[config.mk]
export PLATFORM = sky130hd
export DESIGN_NAME = encoder_pulse_gen
export DESIGN_NICKNAME = d
export VERILOG_FILES = /design/src/rtl/encoder_pulse_gen.sv
export SDC_FILE = /design/constraint.sdc
export NUM_CORES = 1
export LEC_CHECK = 0
export ABC_AREA = 1
export CORE_ASPECT_RATIO = 1.5
export CORE_MARGIN = 10
export CORE_UTILIZATION = 56
export DETAILED_ROUTE_END_ITERATION = 6
export PLACE_DENSITY_LB_ADDON = 0.08
export SLEW_MARGIN = 40
export SYNTH_ARGS = -nofsm -noshare
export SYNTH_HDL_FRONTEND = slang
export SYNTH_SLANG_ARGS = --single-unit
[constraint.sdc]
create_clock -name s00_axis_aclk -period 2.85 [get_ports s00_axis_aclk]
set_input_delay 0.57 -clock s00_axis_aclk [delete_from_list [all_inputs] [get_ports s00_axis_aclk]]
set_output_delay 0.57 -clock s00_axis_aclk [all_outputs]
set_load 0.05 [all_outputs]
[src/rtl/encoder_pulse_gen.sv]
// Encoder stimulus transmitter: turns 64-bit {N, PERIOD} AXI4-Stream commands into
// A/Z quadrature-index pulse trains with a cumulative A pulse count.
module encoder_pulse_gen #(
    parameter int C_S00_AXIS_TDATA_WIDTH = 64,
    parameter int P_HIGH_CYCLES          = 1,
    parameter int P_Z_DIV                = 3
) (
    input  logic                                  s00_axis_aclk,
    input  logic                                  s00_axis_aresetn,
    input  logic [C_S00_AXIS_TDATA_WIDTH-1:0]     s00_axis_tdata,
    input  logic [(C_S00_AXIS_TDATA_WIDTH/8)-1:0] s00_axis_tstrb,
    input  logic                                  s00_axis_tlast,
    input  logic                                  s00_axis_tvalid,
    output logic                                  s00_axis_tready,
    input  logic                                  I_EN,
    output logic                                  O_A,
    output logic                                  O_Z,
    output logic                                  O_BUSY,
    output logic                                  O_DONE,
    output logic [63:0]                           O_A_CNT
);

    localparam logic [0:0]  ST_IDLE    = 1'b0;
    localparam logic [0:0]  ST_RUN     = 1'b1;
    localparam logic [31:0] HIGH       = 32'(P_HIGH_CYCLES);
    localparam logic [31:0] MIN_PERIOD = 32'(P_HIGH_CYCLES + 1);
    localparam int          ZW         = (P_Z_DIV > 1) ? $clog2(P_Z_DIV) : 1;
    localparam logic [ZW-1:0] Z_LAST   = ZW'(P_Z_DIV - 1);

    logic [0:0]    state;
    logic [31:0]   period_q;
    logic [31:0]   remain_q;
    logic [31:0]   phase_q;
    logic          a_d;
    logic [ZW-1:0] z_cnt;

    logic [31:0] cmd_period;
    logic [31:0] cmd_n;
    logic [31:0] cmd_p;
    logic        accept;
    logic        a_rise;

    // Strobe and last carry no meaning for a single-beat command.
    logic unused_axis;
    assign unused_axis = ^{s00_axis_tstrb, s00_axis_tlast};

    assign cmd_period = s00_axis_tdata[31:0];
    assign cmd_n      = s00_axis_tdata[63:32];
    // The period must leave at least one low cycle so every pulse has a rising edge.
    assign cmd_p      = (cmd_period < MIN_PERIOD) ? MIN_PERIOD : cmd_period;
    assign accept     = s00_axis_tvalid && s00_axis_tready;
    assign a_rise     = O_A && !a_d;

    // NOTE: all state updates use non-blocking assignments so every register
    // samples the pre-edge values; reset is synchronous and clears every register.
    always_ff @(posedge s00_axis_aclk) begin
        if (!s00_axis_aresetn) begin
            state           <= ST_IDLE;
            period_q        <= '0;
            remain_q        <= '0;
            phase_q         <= '0;
            a_d             <= 1'b0;
            z_cnt           <= '0;
            s00_axis_tready <= 1'b0;
            O_A             <= 1'b0;
            O_Z             <= 1'b0;
            O_BUSY          <= 1'b0;
            O_DONE          <= 1'b0;
            O_A_CNT         <= '0;
        end else begin
            O_DONE <= 1'b0;
            O_Z    <= 1'b0;
            a_d    <= O_A;

            // Index phase is continuous across commands; only reset clears it.
            if (a_rise) begin
                O_A_CNT <= O_A_CNT + 64'd1;
                if (z_cnt == Z_LAST) begin
                    z_cnt <= '0;
                    O_Z   <= 1'b1;
                end else begin
                    z_cnt <= z_cnt + 1'b1;
                end
            end

            case (state)
                ST_IDLE: begin
                    s00_axis_tready <= I_EN;
                    if (accept) begin
                        if (cmd_n == 32'd0) begin
                            O_DONE <= 1'b1;
                        end else begin
                            state           <= ST_RUN;
                            period_q        <= cmd_p;
                            remain_q        <= cmd_n;
                            phase_q         <= '0;
                            O_A             <= 1'b1;
                            O_BUSY          <= 1'b1;
                            s00_axis_tready <= 1'b0;
                        end
                    end
                end

                ST_RUN: begin
                    if (phase_q == period_q - 32'd1) begin
                        phase_q  <= '0;
                        remain_q <= remain_q - 32'd1;
                        if (remain_q == 32'd1) begin
                            state           <= ST_IDLE;
                            O_A             <= 1'b0;
                            O_BUSY          <= 1'b0;
                            O_DONE          <= 1'b1;
                            s00_axis_tready <= I_EN;
                        end else begin
                            O_A <= 1'b1;
                        end
                    end else begin
                        phase_q <= phase_q + 32'd1;
                        O_A     <= (phase_q + 32'd1) < HIGH;
                    end
                end

                default: state <= ST_IDLE;
            endcase
        end
    end

endmodule
==> results of run 1 <==
## cell type report
type	count	share of cell area, %
antenna	1	0.01881
clock buffer	18	3.225
multi-input combinational	1345	48.69
tap	256	2.407
clock inverter	14	1.006
inverter	233	6.573
sequential	169	25.44
timing repair buffer	167	12.64
## flip-flops by register name, summed over array words and instances (netlist names)
| name | count |
|---|---|
| O_A_CNT | 64 |
| period_q | 32 |
| phase_q | 32 |
| remain_q | 32 |
| z_cnt | 2 |
| O_A | 1 |
| O_BUSY | 1 |
| O_DONE | 1 |
| O_Z | 1 |
| a_d | 1 |
| s00_axis_tready | 1 |
| state | 1 |
## cell usage in the layout (no fill, tap or decap), drive strengths merged, types with 14 or more instances in the layout
master	instances
nand2	420
nor2	371
inv	239
dfxtp	169
clkdlybuf4s50	135
nand3	101
a21oi	95
o21ai	79
xor2	66
nor3	60
nand4	43
buf	31
nor4	26
clkbuf	19
o21a	17
xnor2	15
nand3b	14
## worst max-delay path by stage
stage	end	slack [ns]	cells past startpoint
floorplan	O_A_CNT[49]	0.45	15
global placement	phase_q[0]	0.16	11
detailed placement	phase_q[0]	0.11	11
CTS	phase_q[29]	0.10	15
global route	remain_q[31]	0.005	19
finish	O_A	0.19	14
## tightest hold or removal path, delay by kind of cell (launching register included)
family | cells | cell delay, ns
buf+inv | 1 | 0.04
simple gates | 1 | 0.06
flops | 1 | 0.34
## metrics by stage
step           instance area [sq um]  power, W
4_1_cts                        13230  0.006228
3_5_place_dp                   12670  0.003983
2_1_floorplan                  10950  0.003555
3_3_place_gp                   12670  0.003957
6_report                       13310  0.006223
5_1_grt                        13310  0.006529
## power by group through the flow
stage / clock [W] / sequential [W] / combinational (W)
2_1_floorplan: 0 / 0.00259 / 0.000964
3_3_place_gp: 0 / 0.00259 / 0.00137
3_5_place_dp: 0 / 0.00259 / 0.00139
4_1_cts: 0.00229 / 0.00254 / 0.00140
5_1_grt: 0.00238 / 0.00255 / 0.00160
6_report: 0.00226 / 0.00254 / 0.00142
## synth_stat cells, types with 17 or more instances
library cell	instances	share of area (%)
nand2_1	413	14
nor2_1	357	12
inv_1	226	7.8
nand4_1	43	2.5
dfxtp_1	169	31
o21a_1	17	1.2
xor2_1	66	5.3
nor3_1	57	2.6
nor4_1	26	1.5
a21oi_1	95	4.3
clkbuf_1	41	1.4
nand3_1	101	4.6
o21ai_0	72	3.3
## kinds of logic after synthesis
| kind of cell | after synthesis | synth area share [%] |
|---|---|---|
| simple gates | 1043 | 40.76 |
| compound gates | 212 | 10.59 |
| fa+ha+maj | 6 | 0.6859 |
| xor+xnor | 81 | 6.481 |
| buf+inv | 291 | 10.30 |
| mux | 3 | 0.2744 |
| flops | 169 | 30.91 |
## metal layers
metal / wire length (um) / global-route usage [%]
met5: 0 / 0
met4: 1909 / 15.79
met3: 1519 / 4.966
met2: 17830 / 48.07
met1: 13210 / 26.94
==> results.md, run 1 <==
- The maximum root-to-sink buffer count is 2.
- The area of the core region is ~0.019 sq mm.
- The number of standard-cell rows in the floorplan is 62.
- Setup repair after global routing left no endpoint under its margin.
- The actual slew at the worst max-slew pin is 0.6402 ns.
- The start of the worst register-to-register path is phase_q[1].
- The largest single stage delay on the critical path is about 0.44 ns.
- The switching portion of total power is 33.67%.
- The classification of the worst setup path is register to register.
- The floorplan die area is 0.02565 sq mm.
- The portion of the post-synthesis area used by sequential elements is 30.91%.
- Yosys mapped the design onto a little over 40 distinct sky130hd cell types.
- The accumulated negative setup slack is 0 ns.
- The multi-input combinational cells in the finished layout cover a total of 0.006479 sq mm.
- The number of storage elements in the synthesis netlist is around 170.
- Tracing the worst setup path back leads to its startpoint at phase_q[1].
- The initial antenna violation count is 1.
- The number of hold violations in the final report is 0.
- After layout, the worst path uses 93.44% of the clock period.
- Hold repair after CTS inserted 0 buffers.
- The fraction of layout cells with a size suffix above 1 is 5.344%.
- The clock group share of total power is 36.3%.
- The routed layout has 11,903 vias.
- The largest net degree at the start of global routing is 56.
- The final HPWL from detailed placement is 26.38 mm.
- Registers are responsible for 40.8% of the overall power.
- The total DRC errors in the routed layout is 3.
- TritonCTS built the clock tree.
- The hold-critical path endpoint is a_d.
- Grouping stages by cell kind, the critical path spends the most delay in simple AND/OR/NAND/NOR gates.
- Derived from the worst setup path, the maximum achievable clock frequency is between 300 and 400 MHz.
- Walking the worst path, the cells encountered are ha_2 -> nand3_1 -> nor2_1 -> inv_1 -> nor2_1 -> xor2_1 -> nand2_1 -> nor2_1 -> nand3_1 -> nor2_1 -> nand4_1 -> nand3_1 -> nand3_1 -> nand2_1.
- The run finished, with violations left.
- At the worst endpoint, the arrival time is 3.06 ns.
- The final weighted congestion in routability-driven placement is 0.9598.
- TritonCTS created 17 clock buffers.
- The clock drives between 150 and 200 sinks.
- The setup slack after layout is between 0.15 and 0.2 ns.
- The layout net count is 2,016.
- The total wirelength of the detailed-routed design is 34.48 mm.
- The worst pin sits at a relative slew slack of 56.76%.
- Setup violations remaining at the end of the flow were counted as 0.
- OpenSTA, run right after detailed placement, puts the worst setup slack at about 0.11 ns.
- The time the worst path needs with I/O delays and setup is 2.663 ns.
- During synthesis, Yosys emitted a total of 0 warnings.
- The startpoint of the worst hold path is O_A.
- The count of boundary I/O pins is roughly 150.
- The via count normalized by instance count is 5.403.
- STA classifies the critical path endpoint as a register.
- The final core area utilization is 69.44%.
- Counting tap cells, the placed design contains a total of 2,169 instances.
- The cell depth of the worst hold path is 2.
- The register-to-register setup slack is 0.19 ns.
- The count of nets left with antenna violations once routing finished came out at 0.
- The power per cell area is 467.7 mW/mm^2.
- After clock tree synthesis, the clock-pin slew on the worst setup and hold paths is roughly 0.070 ns.
- The first-pass detailed-route iteration total is 7.
- The number of max-slew violations in the final report came to 0.
- The most used flip-flop cell after synthesis is dfxtp_1.
- Counting flops with a built-in enable in the synthesized netlist gives 0.
- The overall die width is 134.2 um.
- The number of post-CTS setup repair buffers is 0.
- The clock skew after layout is 0.01136 ns.
- The internal power component is 0.004128 W.
- The number of buffer and inverter instances along the worst setup path is 1.
- The post-CTS resize count is 0.
- The number of non-filler instances in the completed layout is 2,203.
- Once the floorplan was initialized, standard cells occupied 57.12% of the core.
- The first-iteration detailed-routing DRC count is between 700 and 800.
- Summed over all nets, the switching power comes to 0.002095 W.
- The fraction of registers with async set or reset after synthesis is 0%.
- The sequential cells in the finished layout cover a total of between 0.003 and 0.004 sq mm.
- STA classifies the critical path startpoint as a register.
- The detailed-route wire length per cell is 15.65 um.
- The first global-routing pass estimated 54.97 mm of wire.
- Clock tree synthesis selected as its root buffer the cell clkbuf_16.
- The post-synthesis to final-layout area growth is 21.56%.
- The worst path required time is 3.24 ns.
- The total overflow left after global routing is 0.
- The leakage dissipation is 5.483 nW.
- The checks that failed: DRC.
- The number of global-route vias before repair is 11,519.
- The worst hold path belongs to the class register to register.
- The cell at the slowest stage of the critical path is dfxtp_1.
- The number of cells on the worst reg-to-reg path is 14.
- The chip height is 191.2 um.
- In this run, the combinational gates consume 22.9% of the power.
- Counting every net in the synthesized netlist gives 1,888.
- The tool flagged a number of max-cap violations equal to 0.
- In this run the worst path has a maximum fanout of 6.
- The total routing usage reported by global routing is 26.21%.
- The H-tree was split into 4 levels.
- The terminus of the critical flop-to-flop path is O_A.
- The worst hold slack across all endpoints is 0.4799 ns.
- The filler cells instantiated in the layout total about 1,800.
- The count of input and output buffers is approximately 140.
- The number of instances in the synthesized netlist is 1,805.
- In this run the cell area of the synthesized design comes to 0.01095 sq mm.
- Across the VDD grid, the largest voltage drop is between 400 and 500 uV.
- The worst-skew pair later-pin latency is 0.45 ns.
- A synthesized cell averages 6.064 sq um.
No activity file was read; power rests on OpenSTA's default activity.
==> inputs of run 2 (changes only) <==
Settings changed: CORE_UTILIZATION 56 to 61.
Clock period 2.85 ns to 3.2 ns, I/O delays scaled along.
==> results.md, run 2 (same netlist as run 1, synthesis figures left out) <==
- The overall die width is 129.4 um.
- The final critical path takes up 89.80% of the cycle.
- The root buffer selected by CTS is clkbuf_16.
- Fill cells in the final layout number 1,529.
- Compared with the post-synthesis result, the final layout area differs by 20.02%.
- The flip-flop count of the largest register after layout is 64.
- The path with the worst hold slack has its endpoint at period_q[31].
- The worst min-delay path class is register to register.
- In the final layout, the share of cells above drive strength 1 is ~4.2%.
- Max-cap violations in this run came to 0.
- The floorplan step defined a die boundary enclosing 0.02381 sq mm.
- The H-tree was split into 4 levels.
- The worst path required time is 3.53 ns.
- The chip height is 184.1 um.
- The startpoint identified for the worst register-to-register timing path is period_q[0].
- In the layout the commonest cells are nand2_1, nor2_1, inv_1.
- For this run, design rule violations remaining after detail routing come to 0.
- The worst register-to-register path has a depth of 17.
- Data arrives at the worst endpoint at 3.21 ns.
- The first-pass detailed-route iteration total is 7.
- Summed over all layers, the routed wires come to 33.74 mm.
- The remaining number of nets flagged by the antenna check after routing is 0.
- At the end of the flow, the number of nets in the layout was between 1,500 and 2,000.
- The initial antenna violation count is 1.
- The largest register by flop count is O_A_CNT.
- The post-CTS resize count is 0.
- The cell family contributing the most delay on the critical path is simple AND/OR/NAND/NOR gates.
- The first-iteration detailed-routing DRC count is 867.
- The cell that appears most often on the critical path is nand2_1.
- The final weighted congestion in routability-driven placement is 0.9823.
- Dividing the detail-routed via count by the number of cells gives approximately 5.6.
- Traced cell by cell, the critical path runs through inv_1 -> ha_1 -> nand2_1 -> nor2_1 -> nand3_1 -> o21ai_1 -> nand2_1 -> nand2_1 -> nand2_1 -> nor2_1 -> nand2_1 -> nor2_1 -> nand2_1 -> nand2_2 -> buf_12 -> nor2_1 -> o21a_1.
- The detailed-route wire length per cell is 15.74 um.
- The critical path is of the register to register type.
- The library cell used most frequently in the layout, excluding fill and tap cells, is nand2_1.
- The worst pin sits at a relative slew slack of 53.02%.
- The accumulated negative setup slack is 0 ns.
- The slowest stage of the critical path belongs to the cell dfxtp_1.
- The routed design could run at a clock period as short as 2.874 ns.
- For the worst-skew pair, the clock arrives at the later sink with an insertion delay of about 0.45 ns.
- The region available for standard cell placement spans 0.01750 sq mm.
- On the worst path, the slowest cell contributes a delay of 0.34 ns.
- The cell depth of the worst hold path is 2.
- The worst-path maximum fanout is 39.
- The run finished with clean final reports.
- Global routing finished with a remaining overflow of 0.
- The number of buffers and inverters on the critical path is 2.
- Registers take 0.003385 sq mm.
- Based on the critical path, the design can be clocked at up to 348.0 MHz.
- The clock skew after layout is around 0.011 ns.
- The TritonCTS clock tree is built.
- The most used routing layer in global routing is met2.
- At the pin with the least slew margin, the transition time is 0.7047 ns.
- The HPWL after detailed placement is 25.79 mm.
- For this run, the share of the core covered by cells in the final layout is 75.08%.
- 146 I/O pins were placed.
- The worst register-to-register path ends at phase_q[9].
- The number of post-CTS setup repair buffers is 0.
- The worst setup path is launched from a register.
- The number of max-slew violations in the final report is 0.
- The nature of the critical path endpoint is a register.
- For this configuration, the core starts out at a cell density of 62.56%.
- For this run, the total global-route usage over all layers was measured as 28.25%.
- The number of global-route vias before repair is 11,628.
- The final design instance area without fill is about 0.013 sq mm.
- The startpoint of the worst hold path is period_q[31].
- The post-CTS clock slew at the launch and capture registers of the worst setup and hold paths is around 0.070 ns.
- Setup repair after global routing left no endpoint under its margin.
- The global routing met1 resource utilization is 29.37%.
- For this design the static power due to leakage is approximately 5.4 nW.
- The first global-routing pass estimated 54.80 mm of wire.
- The largest net degree at the start of global routing is between 90 and 100.
- The count of hold-fix buffers inserted at cts is 0.
- The detailed router placed between 10,000 and 15,000 vias in this run.
- The number of standard-cell rows in the floorplan is 59.
- The count of input and output buffers is 136.
- Dividing total power by cell area gives a power density of 431.7 mW/mm^2.
- The register-to-register setup slack is 0.33 ns.
- The number of hold violations in the final report is 0.
- Overall power consumption after layout is estimated at roughly 0.0057 W.
- The met3 track demand over resource in global routing is 5.341%.
- The clock passes through at most 2 buffers.
- Setup violations remaining at the end of the flow were counted as 0.
- In the global route stage, met2 resource usage came out at 51.30%.
- The placed instance area is approximately 0.013 sq mm.
- The peak supply drop is 362.3 uV.
- CTS saw roughly 170 sinks.
- Summing all multi-input logic gate instances after layout gives between 0.006 and 0.007 sq mm.
- The CTS buffer count is 17.
-- run 2: worst max-delay path by stage --
stage | endpoint | depth (start not counted) | start | slack [ns]
after floorplan | O_A_CNT[49] | 15 | O_A_CNT[3] | 0.80
after global placement | period_q[31] | 10 | s00_axis_tdata[54] | 0.37
after detailed placement | O_A | 11 | s00_axis_tdata[54] | 0.37
after CTS | phase_q[9] | 17 | period_q[0] | 0.35
after global routing | O_A_CNT[58] | 13 | O_A | 0.13
final | phase_q[9] | 17 | period_q[0] | 0.33
-- run 2: final cells by class --
type,instances,area share [%]
multi-input combinational,1345,48.99
sequential,169,25.76
timing repair buffer,150,11.82
inverter,233,6.658
clock buffer,18,3.343
tap,213,2.029
clock inverter,14,1.381
antenna,1,0.01905
-- run 2: where the power goes --
part           total (W)  internal [W]  switching (W)  leakage, nW
logic            0.00123      0.000450       0.000783         3.75
registers        0.00227       0.00218      0.0000923         1.37
clock network    0.00217       0.00115        0.00102        0.303
total            0.00567       0.00378        0.00190         5.42
-- run 2: metal layers --
metal  part of all wire [%]  vias up
li1                       -     5978
met1                     38     5410
met2                     52      414
met3                    5.1      120
met4                    5.2        0
met5                      0        -
-- run 2: stage by stage --
stage	hold WS (ns)	cells	worst slack, ns
floorplan	0.4414	1805	0.7988
global placement	0.4528	2110	0.3653
detailed placement	0.4634	2110	0.3724
CTS	0.4772	2142	0.3474
global route	0.5015	2143	0.1256
finish	0.4773	2143	0.3263
-- run 2: worst register-to-register path, stage by stage (launching register included) --
cell and delay, ns:
dfxtp_1 0.34, inv_1 0.14, ha_1 0.26, nand2_1 0.08, nor2_1 0.23, nand3_1 0.19, o21ai_1 0.23, nand2_1 0.08
nand2_1 0.06, nand2_1 0.04, nor2_1 0.08, nand2_1 0.05, nor2_1 0.13, nand2_1 0.14, nand2_2 0.23, buf_12 0.25
nor2_1 0.08, o21a_1 0.17
